[src/rtl/sort_pkt_arbiter.sv]
// Packet-level round-robin arbiter in front of a shared sort engine sink.
// Holds the grant for a whole packet, regenerates sop/eop, and caps packets at
// MAX_PKT_LEN beats by forcing eop and draining the rest of the oversize packet.
module sort_pkt_arbiter #(
  parameter int unsigned NUM_REQ     = 4,
  parameter int unsigned DWIDTH      = 8,
  parameter int unsigned MAX_PKT_LEN = 1024
) (
  input  logic                       clk_i,
  input  logic                       rst_i,
  input  logic [NUM_REQ*DWIDTH-1:0]  snk_data_i,
  input  logic [NUM_REQ-1:0]         snk_startofpacket_i,
  input  logic [NUM_REQ-1:0]         snk_endofpacket_i,
  input  logic [NUM_REQ-1:0]         snk_valid_i,
  output logic [NUM_REQ-1:0]         snk_ready_o,
  output logic [DWIDTH-1:0]          src_data_o,
  output logic                       src_startofpacket_o,
  output logic                       src_endofpacket_o,
  output logic                       src_valid_o,
  input  logic                       src_ready_i,
  output logic [$clog2(NUM_REQ)-1:0] grant_o,
  output logic                       busy_o,
  output logic                       trunc_o,
  output logic                       drop_o
);

  localparam int unsigned GW = $clog2(NUM_REQ);
  localparam int unsigned CW = $clog2(MAX_PKT_LEN + 1);
  localparam logic [CW-1:0] LastBeat = CW'(MAX_PKT_LEN - 1);

  typedef enum logic [1:0] {StIdle, StXfer, StDrain} state_e;

  state_e          state_q, state_d;
  logic [GW-1:0]   grant_q, grant_d;
  logic [GW-1:0]   ptr_q, ptr_d;
  logic [CW-1:0]   cnt_q, cnt_d;
  logic            trunc_q, trunc_d;
  logic            drop_q, drop_d;

  logic [NUM_REQ-1:0] cand;
  logic [NUM_REQ-1:0] orphan;
  logic               found;
  logic [GW-1:0]      win;
  logic [GW-1:0]      idx;
  logic               g_valid;
  logic               g_eop;
  logic               last_beat;
  logic               out_eop;

  assign cand      = snk_valid_i & snk_startofpacket_i;
  assign orphan    = snk_valid_i & ~snk_startofpacket_i;
  assign g_valid   = snk_valid_i[grant_q];
  assign g_eop     = snk_endofpacket_i[grant_q];
  assign last_beat = (cnt_q == LastBeat);
  assign out_eop   = g_eop | last_beat;

  // Round-robin search: first packet-start candidate strictly after the pointer.
  always_comb begin
    found = 1'b0;
    win   = '0;
    idx   = '0;
    for (int unsigned i = 1; i <= NUM_REQ; i++) begin
      idx = GW'((32'(ptr_q) + i) % NUM_REQ);
      if (!found && cand[idx]) begin
        found = 1'b1;
        win   = idx;
      end
    end
  end

  // Data path: plain mux of the granted requester, no added latency.
  always_comb begin
    src_data_o = '0;
    for (int unsigned i = 0; i < NUM_REQ; i++) begin
      if (GW'(i) == grant_q) src_data_o = snk_data_i[i*DWIDTH +: DWIDTH];
    end
  end

  // Handshake outputs decoded from the current state.
  always_comb begin
    snk_ready_o         = '0;
    src_valid_o         = 1'b0;
    src_startofpacket_o = 1'b0;
    src_endofpacket_o   = 1'b0;
    unique case (state_q)
      StIdle: snk_ready_o = orphan;
      StXfer: begin
        snk_ready_o[grant_q] = src_ready_i;
        src_valid_o          = g_valid;
        src_startofpacket_o  = (cnt_q == '0);
        src_endofpacket_o    = out_eop;
      end
      StDrain: snk_ready_o[grant_q] = 1'b1;
      default: ;
    endcase
    // Ready is combinational, so hold it low while reset is asserted.
    if (rst_i) snk_ready_o = '0;
  end

  // Next-state logic for arbitration, beat counting and event pulses.
  always_comb begin
    state_d = state_q;
    grant_d = grant_q;
    ptr_d   = ptr_q;
    cnt_d   = cnt_q;
    trunc_d = 1'b0;
    drop_d  = 1'b0;
    unique case (state_q)
      StIdle: begin
        drop_d = |orphan;
        if (found) begin
          grant_d = win;
          ptr_d   = win;
          cnt_d   = '0;
          state_d = StXfer;
        end
      end
      StXfer: begin
        if (g_valid && src_ready_i) begin
          if (out_eop) begin
            cnt_d = '0;
            if (g_eop) begin
              state_d = StIdle;
            end else begin
              state_d = StDrain;
              trunc_d = 1'b1;
            end
          end else begin
            cnt_d = cnt_q + CW'(1);
          end
        end
      end
      StDrain: begin
        if (g_valid && g_eop) state_d = StIdle;
      end
      default: state_d = StIdle;
    endcase
  end

  // All state and registered pulses; reset gives req 0 first priority.
  always_ff @(posedge clk_i or posedge rst_i) begin
    if (rst_i) begin
      state_q <= StIdle;
      grant_q <= '0;
      ptr_q   <= GW'(NUM_REQ - 1);
      cnt_q   <= '0;
      trunc_q <= 1'b0;
      drop_q  <= 1'b0;
    end else begin
      state_q <= state_d;
      grant_q <= grant_d;
      ptr_q   <= ptr_d;
      cnt_q   <= cnt_d;
      trunc_q <= trunc_d;
      drop_q  <= drop_d;
    end
  end

  assign grant_o = grant_q;
  assign busy_o  = (state_q != StIdle);
  assign trunc_o = trunc_q;
  assign drop_o  = drop_q;

endmodule
[config.mk]
export PLATFORM = sky130hd
export DESIGN_NAME = sort_pkt_arbiter
export DESIGN_NICKNAME = d
export VERILOG_FILES = /design/src/rtl/sort_pkt_arbiter.sv
export SDC_FILE = /design/constraint.sdc
export NUM_CORES = 1
export LEC_CHECK = 0
export CAP_MARGIN = 20
export CELL_PAD_IN_SITES_DETAIL_PLACEMENT = 0
export CELL_PAD_IN_SITES_GLOBAL_PLACEMENT = 1
export CORE_AREA = 3 3 75 77
export DETAILED_ROUTE_END_ITERATION = 16
export DIE_AREA = 0 0 78 80
export PLACE_DENSITY_LB_ADDON = 0.1
export SLEW_MARGIN = 40
export SYNTH_ARGS = -nofsm -noshare
export SYNTH_HDL_FRONTEND = slang
export SYNTH_SLANG_ARGS = --single-unit
[constraint.sdc]
create_clock -name clk_i -period 2.2 [get_ports clk_i]
set_input_delay 0.66 -clock clk_i [delete_from_list [all_inputs] [get_ports clk_i]]
set_output_delay 0.66 -clock clk_i [all_outputs]
set_load 0.03 [all_outputs]
==> results.cfg <==
[run_status]
status = finished, violations left
violations = setup timing

[timing]
timing.final.crit_share_pct = 102
hold_viol = 0
rsz0062_at_grt = yes
finClkSkew_ns = 0.00229
setup_ws_ns = -0.0500
relSlewSlack_pct = 69.9
setup-violations-final = 5
max_freq_mhz = 444
slew_violations = 0
fin_crit_ns = 2.25
tightest_slew_ns = 0.450
hold_ws_ns = 0.532

[die]
die_area_mm2 = 0.00624
coreArea_mm2 = 0.00507
die_y_um = 80
ios = 67
die_w_um = 78
start_util_pct = 31.7
row_count = 26

[setup_path]
crit_end = snk_ready_o[0]
cp.arrival_ns = 1.59
cp_slowest_cell = dfrtp_2
timing.rr.end = cnt_q[0]
rr_worst_depth = 7
worstPathMaxFanout = 4
r2r_slack_ns = 0.30
cp_top_family = flip-flops
crit_path_start_kind = flop
critPathBufInv = 2
max_stage_delay_ns = 0.43
required_ns = 1.54
worstPathCellList = nand3b_1 -> a21oi_2 -> buf_4 -> a21oi_2 -> nor2_2 -> buf_6
startpoint = state_q[1]
cpMostUsedCell = a21oi_2
r2r_start = grant_o[0]
cp_num_cells = 6
worstSetupPathType = reg2out
endpoint_kind = output port

[placed_design]
gp_congestion = 0.874
hpwlAfterDp_mm = 4.47
placedCellCount = 322
portBuffers = 66

[global_route]
antenna_found_initial = 0
grtUsageTotal_pct = 18.6
grt_pass1_vias = 1797
overflow = 0
grt_pass1_wl_mm = 9.18
grt_max_degree = 20

[routing]
avgViaCountPerCell = 5.27
drc = 0
drtIter0Drc = 82
drtAntennaViolNets = 0
wire_per_inst_um = 17.1
drt-pass1-iter-count = 4
finalWirelength_mm = 5.74
num_vias = 1764

[synthesis]
synth-seq-cells = 19
ys_seq_area_share_pct = 29.7
ys.flop_type = dfrtp_1
synthXorXnorAreaFrac_pct = 0
synth-simple-area-share_pct = 26.2
synth.distinct_cells = 57
async_flop_share_pct = 100
avgSynthCellArea_um2 = 10.1
synth_top_cell_by_area = dfrtp_1
synth_top_family_by_area = simple AND/OR/NAND/NOR gates
synth_top_cells_by_area = dfrtp_1 26%, mux4_2 13%, nor3_1 3.4%
synthCells = 160
synthAdderAreaFrac_pct = 1.55
yosys.area.top_type_share_pct = 26.4
syn_area_mm2 = 0.00161
synth_compound_area_share_pct = 23.6
synthesis.nets = 209
yosysWarnings = 0
synth_edf_count = 0
muxShareOfSynthArea_pct = 15.2

[clock_tree]
cts_tree = yes
numClockSinks = 19
htreeDepth = 1
clkLatencyLatePin_ns = 0.25
cts_buffers = 3
path_clk_slew_ns = 0.07
ctsLongestPathBuffers = 2
cts_root_buf = clkbuf_8

[finish]
drive_gt1_share_pct = 45.3
diodes = 0
area_delta_synth_final_pct = 76.7
n_fill_cell = 467
layout_common_cells = 42 x dlygate4sd2_1, 36 x buf_4, 16 x buf_6
fin_nets = 315
layoutNonFillerInstCount = 335
final_common_cell = dlygate4sd2_1

[run]
maxCapViolations = 0

[power_and_ir_drop]
ir_drop_uv = 576
p_leak_nw = 1.29
p_per_area_mw_per_mm2 = 996

[hold_path]
holdCritPathClass = reg2reg
metal layers:
layer / global-route usage [%] / part of all wire [%]
met5: 0 / 0
met4: 5.07 / 0.94
met3: 3.61 / 7.0
met2: 32.3 / 48
met1: 23.6 / 44
logic make-up (layout without fill, tap and decap cells):
group / count (synthesis) / count (layout)
and+or+nand+nor: 67 / 67
buffers and inverters: 14 / 119
AOI/OAI and AO/OA: 45 / 45
DFF: 19 / 19
muxes: 13 / 13
adders and majority gates: 2 / 2
sequential cells by signal, summed over array words and instances, names as in the netlist:
name     count
trunc_o      1
drop_o       1
ptr_q        2
cnt_q       11
state_q      2
grant_o      2
synthesized netlist by cell type, types with 2 or more instances:
master / n
and2_1: 3
nand3_1: 2
dfstp_2: 2
a311oi_1: 2
and3_1: 2
nor2b_1: 2
ha_1: 2
mux2i_1: 3
o21a_1: 2
nor3_1: 11
or2_1: 3
a21oi_1: 8
mux4_2: 9
buf_2: 4
a22o_1: 3
o21ai_0: 4
a221o_1: 5
inv_1: 8
o2bb2a_1: 3
nor2_1: 10
and3b_1: 3
nand2_1: 12
nand2b_1: 6
o22ai_1: 2
dfrtp_1: 17
tightest hold or removal path: cells and delay by family (launching register included):
family,cells,cell delay (ns)
buffers and inverters,1,0.07
AOI/OAI and AO/OA,1,0.07
DFF,1,0.39
final cells by class:
class / instances / area (µm²) / share of cell area, %
Multi-Input combinational cell: 127 / 1220 / 43.0
Sequential cell: 19 / 482 / 16.9
Clock inverter: 1 / 5.00 / 0.176
Inverter: 8 / 33.8 / 1.19
Clock buffer: 3 / 41.3 / 1.45
Tap cell: 70 / 87.6 / 3.08
Timing Repair Buffer: 107 / 973 / 34.2
per-stage QoR:
stage / utilization [%] / setup TNS (ns) / instance area, µm² / setup WS (ns) / power [mW]
floorplan: - / -0.108 / 1630 / -0.108 / 1.56
finish: 56.1 / -0.128 / 2850 / -0.0500 / 2.83
global placement: 51.5 / -9.80 / 2610 / -0.782 / 2.32
CTS: 54.7 / -0.242 / 2770 / -0.0930 / 2.75
detailed placement: 51.5 / -10.36 / 2610 / -0.815 / 2.35
global route: 56.1 / -0.770 / 2850 / -0.166 / 3.00
repair_timing:
item,CTS,global route
buffers inserted,5,3
hold buffers,0,0
gates resized for setup,151,12
cloned,0,1
pin swaps,15,6
endpoints found under the setup margin,24,16
where the power goes:
group          total [mW]  internal [mW]  switching, mW
clock network       0.241          0.126          0.115
logic                2.07           1.07           1.01
registers           0.520          0.431         0.0884
total                2.83           1.62           1.21
worst min-delay path by stage:
stage              from  endpoint  cells past startpoint
2_1_floorplan  ptr_q[1]  ptr_q[1]                      2
3_3_place_gp   ptr_q[1]  ptr_q[1]                      2
3_5_place_dp   ptr_q[1]  ptr_q[1]                      2
4_1_cts        ptr_q[1]  ptr_q[1]                      2
5_1_grt        ptr_q[1]  ptr_q[1]                      2
6_report       ptr_q[1]  ptr_q[1]                      2
(Power assumes the default switching activity.)
